File: src/rtl/wfg_record_pkg.sv
// Shared types and helpers for the pattern recorder.
// Latency: n/a (types and pure functions only).
// Backpressure: n/a.
package wfg_record_pkg;

  // Per-channel line coding, matching the pattern driver encoding
  typedef enum logic [1:0] {
    PAT_RZ  = 2'b00,
    PAT_RO  = 2'b01,
    PAT_NRZ = 2'b10,
    PAT_RC  = 2'b11
  } patsel_e;

  localparam int AXIS_DATA_W = 32;
  localparam int CNT_W       = 8;

  // One-clock decode strobes derived from the aligned subcycle count
  typedef struct packed {
    logic hit_begin;
    logic hit_end;
  } hit_t;

  // Level a line must sit at when its return phase is checked
  function automatic logic expected_level(input patsel_e mode, input logic smp);
    logic lvl;
    case (mode)
      PAT_RZ:  lvl = 1'b0;
      PAT_RO:  lvl = 1'b1;
      PAT_NRZ: lvl = smp;
      default: lvl = ~smp;
    endcase
    return lvl;
  endfunction

endpackage

File: src/rtl/wfg_record_pat_channel.sv
// One pattern line: synchronizer, data sample, return-level check, sticky error.
// Latency: SYNC_STAGES clocks from pin to decode; word_bit is combinational on the hit.
// Backpressure: none; the channel samples whenever the top strobes a hit.
module wfg_record_pat_channel
  import wfg_record_pkg::*;
#(
  parameter int SYNC_STAGES = 2
) (
  input  logic    clk,
  input  logic    rst_n,
  input  logic    pat,
  input  logic    hit_begin,
  input  logic    hit_end,
  input  logic    ctrl_en,
  input  patsel_e patsel,
  output logic    word_bit,
  output logic    err
);

  logic [SYNC_STAGES-1:0] sync_q;
  logic                   line;
  logic                   smp_q;

  assign line = sync_q[SYNC_STAGES-1];

  // When begin and end coincide the pushed word must carry the fresh sample
  assign word_bit = hit_begin ? line : smp_q;

  // Synchronizer chain; keeps running while the block is disabled
  always_ff @(posedge clk or negedge rst_n) begin
    if (!rst_n) begin
      sync_q <= '0;
    end else begin
      sync_q <= {sync_q[SYNC_STAGES-2:0], pat};
    end
  end

  // Data sample at the begin subcycle; cleared while disabled so a missed begin reads 0
  always_ff @(posedge clk or negedge rst_n) begin
    if (!rst_n) begin
      smp_q <= 1'b0;
    end else if (!ctrl_en) begin
      smp_q <= 1'b0;
    end else if (hit_begin) begin
      smp_q <= line;
    end
  end

  // Sticky return-level error; skipped when sampling and checking share a subcycle
  always_ff @(posedge clk or negedge rst_n) begin
    if (!rst_n) begin
      err <= 1'b0;
    end else if (!ctrl_en) begin
      err <= 1'b0;
    end else if (hit_end && !hit_begin && (line != expected_level(patsel, smp_q))) begin
      err <= 1'b1;
    end
  end

endmodule

File: src/rtl/wfg_record_pat.sv
// Pattern recorder: decodes CHANNELS serial lines into one AXI-Stream word per pattern cycle.
// Latency: SYNC_STAGES+1 clocks from the end-subcycle count change to tvalid on an empty FIFO.
// Backpressure: FIFO_DEPTH words buffered; a push into a full FIFO without a pop is dropped and sets ovf_o.
module wfg_record_pat
  import wfg_record_pkg::*;
#(
  parameter int CHANNELS    = 32,
  parameter int SYNC_STAGES = 2,
  parameter int FIFO_DEPTH  = 4
) (
  input  logic                   clk,
  input  logic                   rst_n,
  input  logic [CNT_W-1:0]       pat_subcycle_cnt_i,
  input  logic                   ctrl_en_q_i,
  input  logic [2*CHANNELS-1:0]  patsel_q_i,
  input  logic [CNT_W-1:0]       cfg_begin_q_i,
  input  logic [CNT_W-1:0]       cfg_end_q_i,
  input  logic [CHANNELS-1:0]    pat_i,
  output logic [AXIS_DATA_W-1:0] wfg_axis_tdata_o,
  output logic                   wfg_axis_tvalid_o,
  input  logic                   wfg_axis_tready_i,
  output logic [CHANNELS-1:0]    err_o,
  output logic                   ovf_o
);

  localparam int PTR_W = $clog2(FIFO_DEPTH);
  localparam logic [PTR_W:0] FULL_CNT = (PTR_W+1)'(FIFO_DEPTH);

  // ---------------------------------------------------------------
  // Count alignment and event detection
  // ---------------------------------------------------------------
  logic [CNT_W-1:0] cnt_pipe [SYNC_STAGES];
  logic [CNT_W-1:0] cnt_d;
  logic [CNT_W-1:0] cnt_prev;
  logic             prev_vld;
  logic             cnt_new;
  hit_t             hits;

  assign cnt_d = cnt_pipe[SYNC_STAGES-1];

  // Delay the subcycle count by the same depth as the line synchronizers
  always_ff @(posedge clk or negedge rst_n) begin
    if (!rst_n) begin
      for (int i = 0; i < SYNC_STAGES; i++) cnt_pipe[i] <= '0;
    end else begin
      cnt_pipe[0] <= pat_subcycle_cnt_i;
      for (int i = 1; i < SYNC_STAGES; i++) cnt_pipe[i] <= cnt_pipe[i-1];
    end
  end

  // Remember the last aligned count so a subcycle spanning many clocks hits only once
  always_ff @(posedge clk or negedge rst_n) begin
    if (!rst_n) begin
      prev_vld <= 1'b0;
      cnt_prev <= '0;
    end else if (!ctrl_en_q_i) begin
      prev_vld <= 1'b0;
    end else begin
      prev_vld <= 1'b1;
      cnt_prev <= cnt_d;
    end
  end

  // One-clock strobes on the first clock of the begin/end subcycles
  always_comb begin
    cnt_new        = !prev_vld || (cnt_d != cnt_prev);
    hits.hit_begin = ctrl_en_q_i && cnt_new && (cnt_d == cfg_begin_q_i);
    hits.hit_end   = ctrl_en_q_i && cnt_new && (cnt_d == cfg_end_q_i);
  end

  // ---------------------------------------------------------------
  // Channels
  // ---------------------------------------------------------------
  logic [CHANNELS-1:0] word_bits;

  for (genvar c = 0; c < CHANNELS; c++) begin : g_ch
    wfg_record_pat_channel #(
      .SYNC_STAGES (SYNC_STAGES)
    ) u_ch (
      .clk       (clk),
      .rst_n     (rst_n),
      .pat       (pat_i[c]),
      .hit_begin (hits.hit_begin),
      .hit_end   (hits.hit_end),
      .ctrl_en   (ctrl_en_q_i),
      .patsel    (patsel_e'(patsel_q_i[2*c +: 2])),
      .word_bit  (word_bits[c]),
      .err       (err_o[c])
    );
  end

  // ---------------------------------------------------------------
  // Output word FIFO
  // ---------------------------------------------------------------
  logic [AXIS_DATA_W-1:0] mem [FIFO_DEPTH];
  logic [AXIS_DATA_W-1:0] push_dat;
  logic [PTR_W-1:0]       wr_ptr;
  logic [PTR_W-1:0]       rd_ptr;
  logic [PTR_W:0]         fifo_cnt;
  logic                   fifo_full;
  logic                   push;
  logic                   push_ok;
  logic                   pop;

  // Zero-extend the channel bits to the stream width
  always_comb begin
    push_dat                 = '0;
    push_dat[CHANNELS-1:0]   = word_bits;
  end

  assign fifo_full         = (fifo_cnt == FULL_CNT);
  assign wfg_axis_tvalid_o = (fifo_cnt != '0);
  assign wfg_axis_tdata_o  = wfg_axis_tvalid_o ? mem[rd_ptr] : '0;
  assign push              = hits.hit_end;
  assign pop               = wfg_axis_tvalid_o && wfg_axis_tready_i;
  // A simultaneous pop frees the slot, so a full FIFO still accepts the push
  assign push_ok           = push && (!fifo_full || pop);

  // Pointers, occupancy and sticky overflow; disable flushes everything
  always_ff @(posedge clk or negedge rst_n) begin
    if (!rst_n) begin
      wr_ptr   <= '0;
      rd_ptr   <= '0;
      fifo_cnt <= '0;
      ovf_o    <= 1'b0;
    end else if (!ctrl_en_q_i) begin
      wr_ptr   <= '0;
      rd_ptr   <= '0;
      fifo_cnt <= '0;
      ovf_o    <= 1'b0;
    end else begin
      if (push_ok) wr_ptr <= wr_ptr + PTR_W'(1);
      if (pop)     rd_ptr <= rd_ptr + PTR_W'(1);
      case ({push_ok, pop})
        2'b10:   fifo_cnt <= fifo_cnt + (PTR_W+1)'(1);
        2'b01:   fifo_cnt <= fifo_cnt - (PTR_W+1)'(1);
        default: fifo_cnt <= fifo_cnt;
      endcase
      if (push && !push_ok) ovf_o <= 1'b1;
    end
  end

  // Storage; contents only matter behind valid occupancy, so no reset is needed
  always_ff @(posedge clk) begin
    if (ctrl_en_q_i && push_ok) mem[wr_ptr] <= push_dat;
  end

endmodule

File: config.mk
export PLATFORM = sky130hd
export DESIGN_NAME = wfg_record_pat
export DESIGN_NICKNAME = d
export VERILOG_FILES = /design/src/rtl/wfg_record_pkg.sv /design/src/rtl/wfg_record_pat_channel.sv /design/src/rtl/wfg_record_pat.sv
export SDC_FILE = /design/constraint.sdc
export NUM_CORES = 1
export LEC_CHECK = 0
export ABC_CLOCK_PERIOD_IN_PS = 8350
export CORE_MARGIN = 4
export CORE_UTILIZATION = 53
export DETAILED_ROUTE_END_ITERATION = 16
export GPL_TIMING_DRIVEN = 0
export PLACE_DENSITY_LB_ADDON = 0.12
export RECOVER_POWER = 25
export SLEW_MARGIN = 25
export SYNTH_ARGS = -nofsm -noshare
export SYNTH_HDL_FRONTEND = slang
export SYNTH_HIERARCHICAL = 1
export SYNTH_SLANG_ARGS = --single-unit
File: constraint.sdc
create_clock -name clk -period 8.35 [get_ports clk]
set_clock_uncertainty 0.1 [all_clocks]
set_input_delay 1.2525 -clock clk [delete_from_list [all_inputs] [get_ports clk]]
set_output_delay 1.2525 -clock clk [all_outputs]
set_load 0.01 [all_outputs]
# After elaboration in Yosys (flattened, before gate mapping)

Memories as Yosys holds them, arrays and structs flattened.
Index checks and enable logic that the tools add are counted.

Flip-flop bits (word level): 161
Latch bits: 0
Memory bits (writable): 128
Memory bits (read-only): 0
Input port bits: 124
Output and inout bits: 66
Logic and storage cells: 562
Memories: 1

Add/subtract/negate cells: 4
$mul: 0
Div/mod/pow operators: 0
$lt $le $gt $ge: 0
Equal/unequal tests: 138
Shift operators: 0
Muxes and demuxes: 204
Bitwise gates (word level): 32
Reduce and logical (&&, ||, !) cells: 79

Memories:

| memory | depth | width | rd ports | clocked after memory_dff | write ports | line                 | text |
|---|---|---|---|---|---|---|---|
| mem    | 4     | 32    | 1        | 0                        | 1           | wfg_record_pat.sv:95 | `logic [AXIS_DATA_W-1:0] mem [FIFO_DEPTH];` |

Operator list:

| kind                                                                     | count |
|---|---|
| 1-bit two-way mux                                                        | 165 |
| 1-bit case mux with 3 select lines                                       | 32 |
| 2-bit by 1-bit inequality test with 1-bit output (second input constant) | 35 |
| 2-bit by 1-bit equality test with 1-bit output (second input constant)   | 33 |
| 2-bit equality test (second input constant)                              | 33 |
| 2-bit zero test                                                          | 32 |
| 1-bit logical AND                                                        | 40 |
| 32-bit two-way mux                                                       | 1 |
| 1-bit inequality test                                                    | 32 |
| 1-bit inverter                                                           | 32 |
| 8-bit equality test                                                      | 2 |
| 2-bit two-way mux                                                        | 4 |
| 8-bit inequality test                                                    | 1 |
| 3-bit case mux with 2 select lines                                       | 1 |
| 2-bit by 1-bit adder with 2-bit output (second input constant)           | 2 |
| 1-bit zero test                                                          | 4 |
| 3-bit by 1-bit adder with 3-bit output (second input constant)           | 1 |
| 3-bit equality test (second input constant)                              | 1 |
| 3-bit two-way mux                                                        | 1 |
| 3-bit by 1-bit inequality test with 1-bit output (second input constant) | 1 |
| 3-bit nonzero test                                                       | 1 |
| 3-bit by 1-bit subtractor with 3-bit output (second input constant)      | 1 |
| 1-bit logical OR                                                         | 2 |

# Logic depth before layout (Yosys ltp)

Gate-level depths: netlist of the first run.

Word-level depth: 9
Depth in mapped cells: 11
Depth with buffers taken out: 10

# Cells and area by module

Netlist of the first run, hierarchy kept.

Modules (own cells, without submodules):

| module                 | times used | cells each | area each (µm²) |
|---|---|---|---|
| wfg_record_pat         | 1          | 346        | 6,452.4 |
| wfg_record_pat_channel | 32         | 12         | 162.7 |

# Worst setup path before layout of the first run

OpenSTA, ideal clock, no wires.

Kind: input to register
From: in ctrl_en_q_i
To: reg g_ch[0].u_ch.smp_q
Library setup time: 0.066 ns
Data arrival time: 7.991 ns
Path slack: 0.193 ns
Cell stages on the path: 6
Buffers on the path: 2
Cells stage by stage: buf_2 -> inv_1 -> clkbuf_1 -> nor4_1 -> mux2_2 -> and2_1

RTL lines:

| what                 | line                         | text |
|---|---|---|
| start, declared      | wfg_record_pat.sv:14         | `input logic ctrl_en_q_i,` |
| end signal, assigned | wfg_record_pat_channel.sv:45 | `smp_q <= line;` |
| end, declared        | wfg_record_pat_channel.sv:22 | `logic smp_q;` |

==> results of run 1 <==
per-stage QoR:
stage / worst slack, ns / power [mW] / hold slack (ns) / setup TNS, ns
6_report: 3.55 / 3.02 / 0.238 / 0
5_1_grt: 3.09 / 3.13 / 0.244 / 0
4_1_cts: 3.96 / 3.06 / 0.240 / 0
3_5_place_dp: 3.61 / 1.68 / 0.236 / 0
3_3_place_gp: -6.62 / 1.67 / 0.233 / -1309.38
2_1_floorplan: 0.193 / 1.58 / 0.231 / 0
Yosys cell counts, types with 2 or more instances:
cell type	n
mux4_2	32
nor3_1	2
nand4b_1	3
nand3_1	5
nand2_1	35
xor2_1	2
edfxtp_1	128
inv_1	6
and4_1	32
nor2_1	6
or3_1	2
mux2i_1	2
buf_2	5
o31a_1	32
nor4_1	3
nor2b_1	32
nand4_1	8
dfrtp_1	161
nand3b_1	2
ha_1	4
clkbuf_1	11
a21oi_1	4
xnor2_1	57
and3b_1	32
and2_1	68
mux2_2	40
per-layer routing:
layer | GRT usage [%] | routed length, um | part of all wire [%]
met3 | 3.76 | 1310 | 5.2
met5 | 0 | 7 | 0.028
met1 | 25.7 | 9750 | 39
met2 | 38.5 | 13600 | 54
met4 | 5.50 | 582 | 2.3
layout make-up:
type | count | area (um2) | share of cell area (%)
sequential | 289 | 7870 | 52.1
inverter | 6 | 22.5 | 0.149
tap | 275 | 344 | 2.28
clock buffer | 41 | 802 | 5.31
timing repair buffer | 205 | 2060 | 13.6
buffer | 18 | 77.6 | 0.514
clock inverter | 13 | 228 | 1.51
multi-input combinational | 417 | 3700 | 24.5
registers in the layout, indices dropped and copies added (netlist names), 3 cells and up:
name              cells
mem                 128
cnt_d                 8
g_ch.u_ch/sync_q     64
cnt_pipe              8
cnt_prev              8
g_ch.u_ch/smp_q      32
g_ch.u_ch/err        32
fifo_cnt              3
logic make-up (layout without fill, tap and decap cells):
family	Yosys count	count (layout)	synth area share (%)
and+or+nand+nor	236	236	13.3
adders and majority gates	5	5	0.601
buffers and inverters	24	283	0.859
DFF	289	289	67.5
AOI/OAI and AO/OA	43	43	3.04
xor gates and xnor gates	59	59	4.43
muxes	74	74	10.2
worst min path at each step:
| stage | slack, ns | depth (start not counted) | to |
|---|---|---|---|
| floorplan | 0.23 | 0 | cnt_d[0] |
| global placement | 0.23 | 0 | g_ch[28].u_ch/sync_q[1] |
| detailed placement | 0.24 | 0 | g_ch[1].u_ch/sync_q[1] |
| CTS | 0.24 | 0 | g_ch[29].u_ch/sync_q[1] |
| global route | 0.24 | 0 | g_ch[27].u_ch/sync_q[1] |
| finish | 0.24 | 0 | g_ch[29].u_ch/sync_q[1] |
worst max-delay path, stage by stage:
cell and delay, ns:
clkbuf_1 0.75, buf_2 0.36, inv_1 0.09, clkbuf_1 0.25
nor4_2 0.78, buf_2 0.35, buf_2 0.23, buf_2 0.23
buf_2 0.23, mux2_2 0.40, and2_1 0.17
power groups by stage:
stage          Combinational (mW)  Clock, mW  Sequential [mW]
3_5_place_dp                0.138          0             1.54
6_report                    0.133       1.37             1.52
3_3_place_gp                0.129          0             1.54
2_1_floorplan              0.0426          0             1.54
4_1_cts                     0.139       1.40             1.52
5_1_grt                     0.145       1.47             1.52
==> results.ini, run 1 <==
[setup_path]
cp-startpoint=ctrl_en_q_i
critPathCaptureType=flop
cp.required_ns=8.66
r2r_cells=10
r2r_start=cnt_d[3]
worst_setup_path_start_kind=input pin
r2r_slack_ns=4.96
worstPathMaxFanout=20
worstReg2RegEnd=g_ch[12].u_ch/smp_q
endpoint=g_ch[12].u_ch/smp_q
worstSetupPathType=in2reg
cp_data_arrival_time_ns=5.12

[floorplanning]
fp.coreArea_um2=21400
io_pins=190
die_area_um2=24400
rows=53
die_height_um=156
die_x_um=156
start_util_pct=54.6

[global_route]
antenna_found_initial=1
grt_util_all_layers_pct=21.0
grt_max_degree=90
grt_pass1_wl_um=40500
overflow=0
grt_pass1_vias=7818

[power_and_ir_drop]
ir_worst_vdd_v=0.000136
p_clk_share_pct=45.4
p_leak_nw=5.99
p_int_mw=2.44
power.switching_mw=0.587
pwr-share-seq_pct=50.2
power_density_nw_per_um2=200
combPwrFrac_pct=4.4
netSwitchingFraction_pct=19.4

[route]
drc_errors=0
drtIter0Drc=323
final_antenna_net_count=0
num_vias=7027
routed_wl_um=25300
drt_first_pass_iters=4
wl_per_cell_um=20.0
viasPerCell=5.56

[place]
port_buffers=189
dp_cells=1210
gp_congestion=0.849
place_area_um2=14100
hpwl_um=17300

[logic_synthesis]
ys_seq_area_share_pct=67.5
synth-edff-count=128
synth_area_leader_cell=dfrtp_1
synth_warnings=6
synth_nets=859
synth_area_per_cell_um2=16.0
synthFlopType=dfrtp_1
synthTopCellsByArea=dfrtp_1, edfxtp_1, mux4_2
synthCells=730
synth_top_area_share_pct=34.6
yosysUniqueCellTypes=42
synth_area_um2=11700
ys_seq_elements=289
ys_async_sr_fraction_pct=55.7

[clock_tree]
postCtsSetupBuffers=0
cts_tree=built
cts-resized-gates=0
root_buffer=clkbuf_16
cts_buffer_depth=3
clock-sinks=289
clock_latency_ns=0.54
htreeDepth=1
numCtsBuffers=30
holdBufCountCts=0
clk_pin_slew_ns=0.06

[layout]
fin_util_pct=70.7
layout_commonest_cell=dfrtp_1
final_cell_mix=dfrtp_1, clkdlybuf4s50_1, edfxtp_1
num-nets-final=1096
drive_above_1_share_pct=14.7
n_antenna_cell=0
area_delta_synth_final_pct=29.5
fin_cells=1264
nFillCells=1425
design_area_um2=15100

[sta]
slew_viol_final=73
worst_slew_pin_slew_ns=3.99
rsz0062_at_grt=false
clock.fmax_mhz=208
slew_headroom_pct=-166
finalSetupViolCount=0
layout_min_cycle_time_ns=4.80
finalHoldViolations=0
fin_crit_sh_pct=57.5

[hold_path]
hp-start=g_ch[29].u_ch/sync_q[0]
worstHoldPathType=reg2reg

[job]
cap_violations=1

[outcome]
outcome=complete, but fails checks
violations=capacitance limit, slew limit

No activity file was read; power rests on OpenSTA's default activity.
==> run 2, diff against run 1 <==
- ABC_CLOCK_PERIOD_IN_PS: 8350 -> 4910
- clock period: 8.35 -> 4.91 ns (I/O delays scaled with it)
==> run 2 against run 1 <==
The run still ends with capacitance limit, slew limit left. Non-clock buffer count fell by 5. Die area did not move. Combinational power rose by 68%. Sequential share of layout area rose by 0.22 points. Wire length fell by 3.4%. Critical path type is now reg2out.
==> results.ini, run 2 (synthesized netlist as in run 1, its figures left out) <==
[outcome]
outcome=complete, but fails checks
violations=capacitance limit, slew limit

[floorplanning]
fp.coreArea_um2=21400  ; unchanged
die_height_um=156  ; unchanged
io_pins=190  ; unchanged
rows=53  ; unchanged
die_area_um2=24400  ; unchanged
start_util_pct=54.6  ; unchanged
die_x_um=156  ; unchanged

[clock_tree]
cts_buffer_depth=3  ; unchanged
numCtsBuffers=29  ; -3.3%
postCtsSetupBuffers=0  ; unchanged
clock-sinks=289  ; unchanged
cts_tree=built
clock_latency_ns=0.54  ; about the same
htreeDepth=1  ; unchanged
clk_pin_slew_ns=0.06  ; about the same
holdBufCountCts=0  ; unchanged
root_buffer=clkbuf_16
cts-resized-gates=0  ; unchanged

[layout]
regMostFlops=mem
fin_util_pct=70.4  ; -0.29 points
largest_reg_flops=128  ; unchanged
layout_commonest_cell=dfrtp_1
area_delta_synth_final_pct=29.0
drive_above_1_share_pct=14.8  ; +0.18 points
num-nets-final=1090  ; -0.55%
final_cell_mix=dfrtp_1, clkdlybuf4s50_1, edfxtp_1
reg_top3=mem: 128 flops, g_ch.u_ch/sync_q: 64 flops
n_antenna_cell=0  ; unchanged

[power_and_ir_drop]
p_leak_nw=5.95  ; -0.71%
p_int_mw=3.96  ; +62%
power.switching_mw=0.998  ; +70%
combPwrFrac_pct=4.5  ; about the same
power_density_nw_per_um2=330  ; +65%
netSwitchingFraction_pct=20.1  ; +0.73 points
power.total_mw=4.96  ; +64%
ir_worst_vdd_v=0.000212  ; +56%
pwr-share-seq_pct=52.0  ; +1.8 points
p_clk_share_pct=43.4  ; -2.0 points

[global_route]
grt_util_all_layers_pct=20.1  ; -0.88 points
overflow=0  ; unchanged
grt_pass1_vias=7821  ; +0.038%
gr-usage-met3_pct=3.60  ; -0.17 points
grt.busiest_layer=met2
grt_pass1_wl_um=39400  ; -2.9%
use_met2_pct=36.6  ; -1.9 points
antenna_found_initial=1  ; unchanged
met1_usage_pct=24.7  ; -1.1 points
grt_max_degree=95  ; +5.6%

[setup_path]
max_stage_delay_ns=0.55  ; -0.23 ns
worstPathMaxFanout=10  ; -50%
critPathCaptureType=primary output
crit_family=buffers and inverters
cp.required_ns=4.07  ; -4.59 ns
cp_data_arrival_time_ns=2.96  ; -2.16 ns
worstSetupPathType=reg2out
crit_top_cell=clkbuf_1
path_buf_inv=4  ; -4
crit_slowest_cell=clkdlybuf4s50_1
r2r_slack_ns=1.83  ; -3.13 ns
worst_setup_path_start_kind=flop
crit_chain=clkbuf_1 -> or3_1 -> clkbuf_1 -> clkbuf_1 -> and2_1 -> clkdlybuf4s50_1

[route]
num_vias=6951  ; -1.1%
drc_errors=0  ; unchanged
drtIter0Drc=383  ; +19%
drt_first_pass_iters=4  ; unchanged
wl_per_cell_um=19.4  ; -3.0%
final_antenna_net_count=0  ; unchanged
viasPerCell=5.52  ; -0.69%
routed_wl_um=24400  ; -3.4%

[sta]
worst_slew_pin_slew_ns=2.31  ; -1.68 ns
finalHoldViolations=0  ; unchanged
fin_crit_sh_pct=77.3
rsz0062_at_grt=false
finalSetupViolCount=0  ; unchanged
clock.fmax_mhz=264
slew_headroom_pct=-54.2  ; +110 points
slew_viol_final=95  ; +30%
layout_min_cycle_time_ns=3.79

[place]
hpwl_um=16900  ; -2.8%
port_buffers=189  ; unchanged
gp_congestion=0.778  ; -8.3%

[hold_path]
worstHoldPathType=in2async

[job]
cap_violations=1  ; unchanged

## run 2: cell count changes in the layout (fill, tap and decap cells not counted), moves of 2 or more
cell,delta
buf_16,+3
bufinv_16,-5
clkbuf_1,-6
clkinv_2,+2
buf_12,-4
buf_2,-9
clkbuf_8,+8
buf_4,+5
## run 2: worst register-to-register path: cells and delay by family (launching register included)
kind,cells,cell delay [ns]
compound gates,2,0.31
xor+xnor,1,0.16
fa+ha+maj,1,0.44
buf+inv,1,0.28
flops,1,0.45
simple gates,6,1.22
## run 2: layout make-up
class / instances / area [um2]
Sequential cell: 289 / 7870
Inverter: 6 / 22.5
Clock inverter: 10 / 78.8
Multi-Input combinational cell: 417 / 3700
Clock buffer: 44 / 872
Timing Repair Buffer: 200 / 2070
Tap cell: 275 / 344
Buffer: 18 / 77.6
Fill cell: 1405 / 6310
## run 2: routing by layer
metal  part of all wire, %  up-vias
met2                    53      215
met1                    39     3502
met5                 0.053        -
met4                   1.9        2
li1                      -     3189
met3                   5.4       43
## run 2: path summary, 6_finish.rpt
path	start	endpoint	depth (start not counted)
setup / recovery	fifo_cnt[2]	wfg_axis_tdata_o[26]	6
hold / removal	rst_n	g_ch[5].u_ch/err	1
setup reg to reg	cnt_d[4]	fifo_cnt[2]	11
hold reg to reg	g_ch[25].u_ch/sync_q[0]	g_ch[25].u_ch/sync_q[1]	0
max in group asynchronous	rst_n	g_ch[18].u_ch/sync_q[0]	2
min in group clk	g_ch[25].u_ch/sync_q[0]	g_ch[25].u_ch/sync_q[1]	0
## run 2: metrics by stage
stage / hold slack [ns] / setup WS (ns) / TNS (ns) / instance area (um2) / cells
floorplan: 0.231 / 0.991 / 0 / 11700 / 730
global placement: 0.232 / -3.32 / -1269.23 / 13900 / 1194
detailed placement: 0.235 / 0.893 / 0 / 14100 / 1205
CTS: 0.0445 / 1.10 / 0 / 15100 / 1259
global route: 0.0511 / 0.874 / 0 / 15000 / 1259
finish: 0.0310 / 1.12 / 0 / 15000 / 1259
## run 2: power groups by stage
stage	sequential, mW	combinational [mW]	clock, mW
2_1_floorplan	2.62	0.0731	0
3_3_place_gp	2.62	0.221	0
3_5_place_dp	2.63	0.235	0
4_1_cts	2.58	0.236	2.20
5_1_grt	2.58	0.244	2.30
6_report	2.58	0.224	2.15
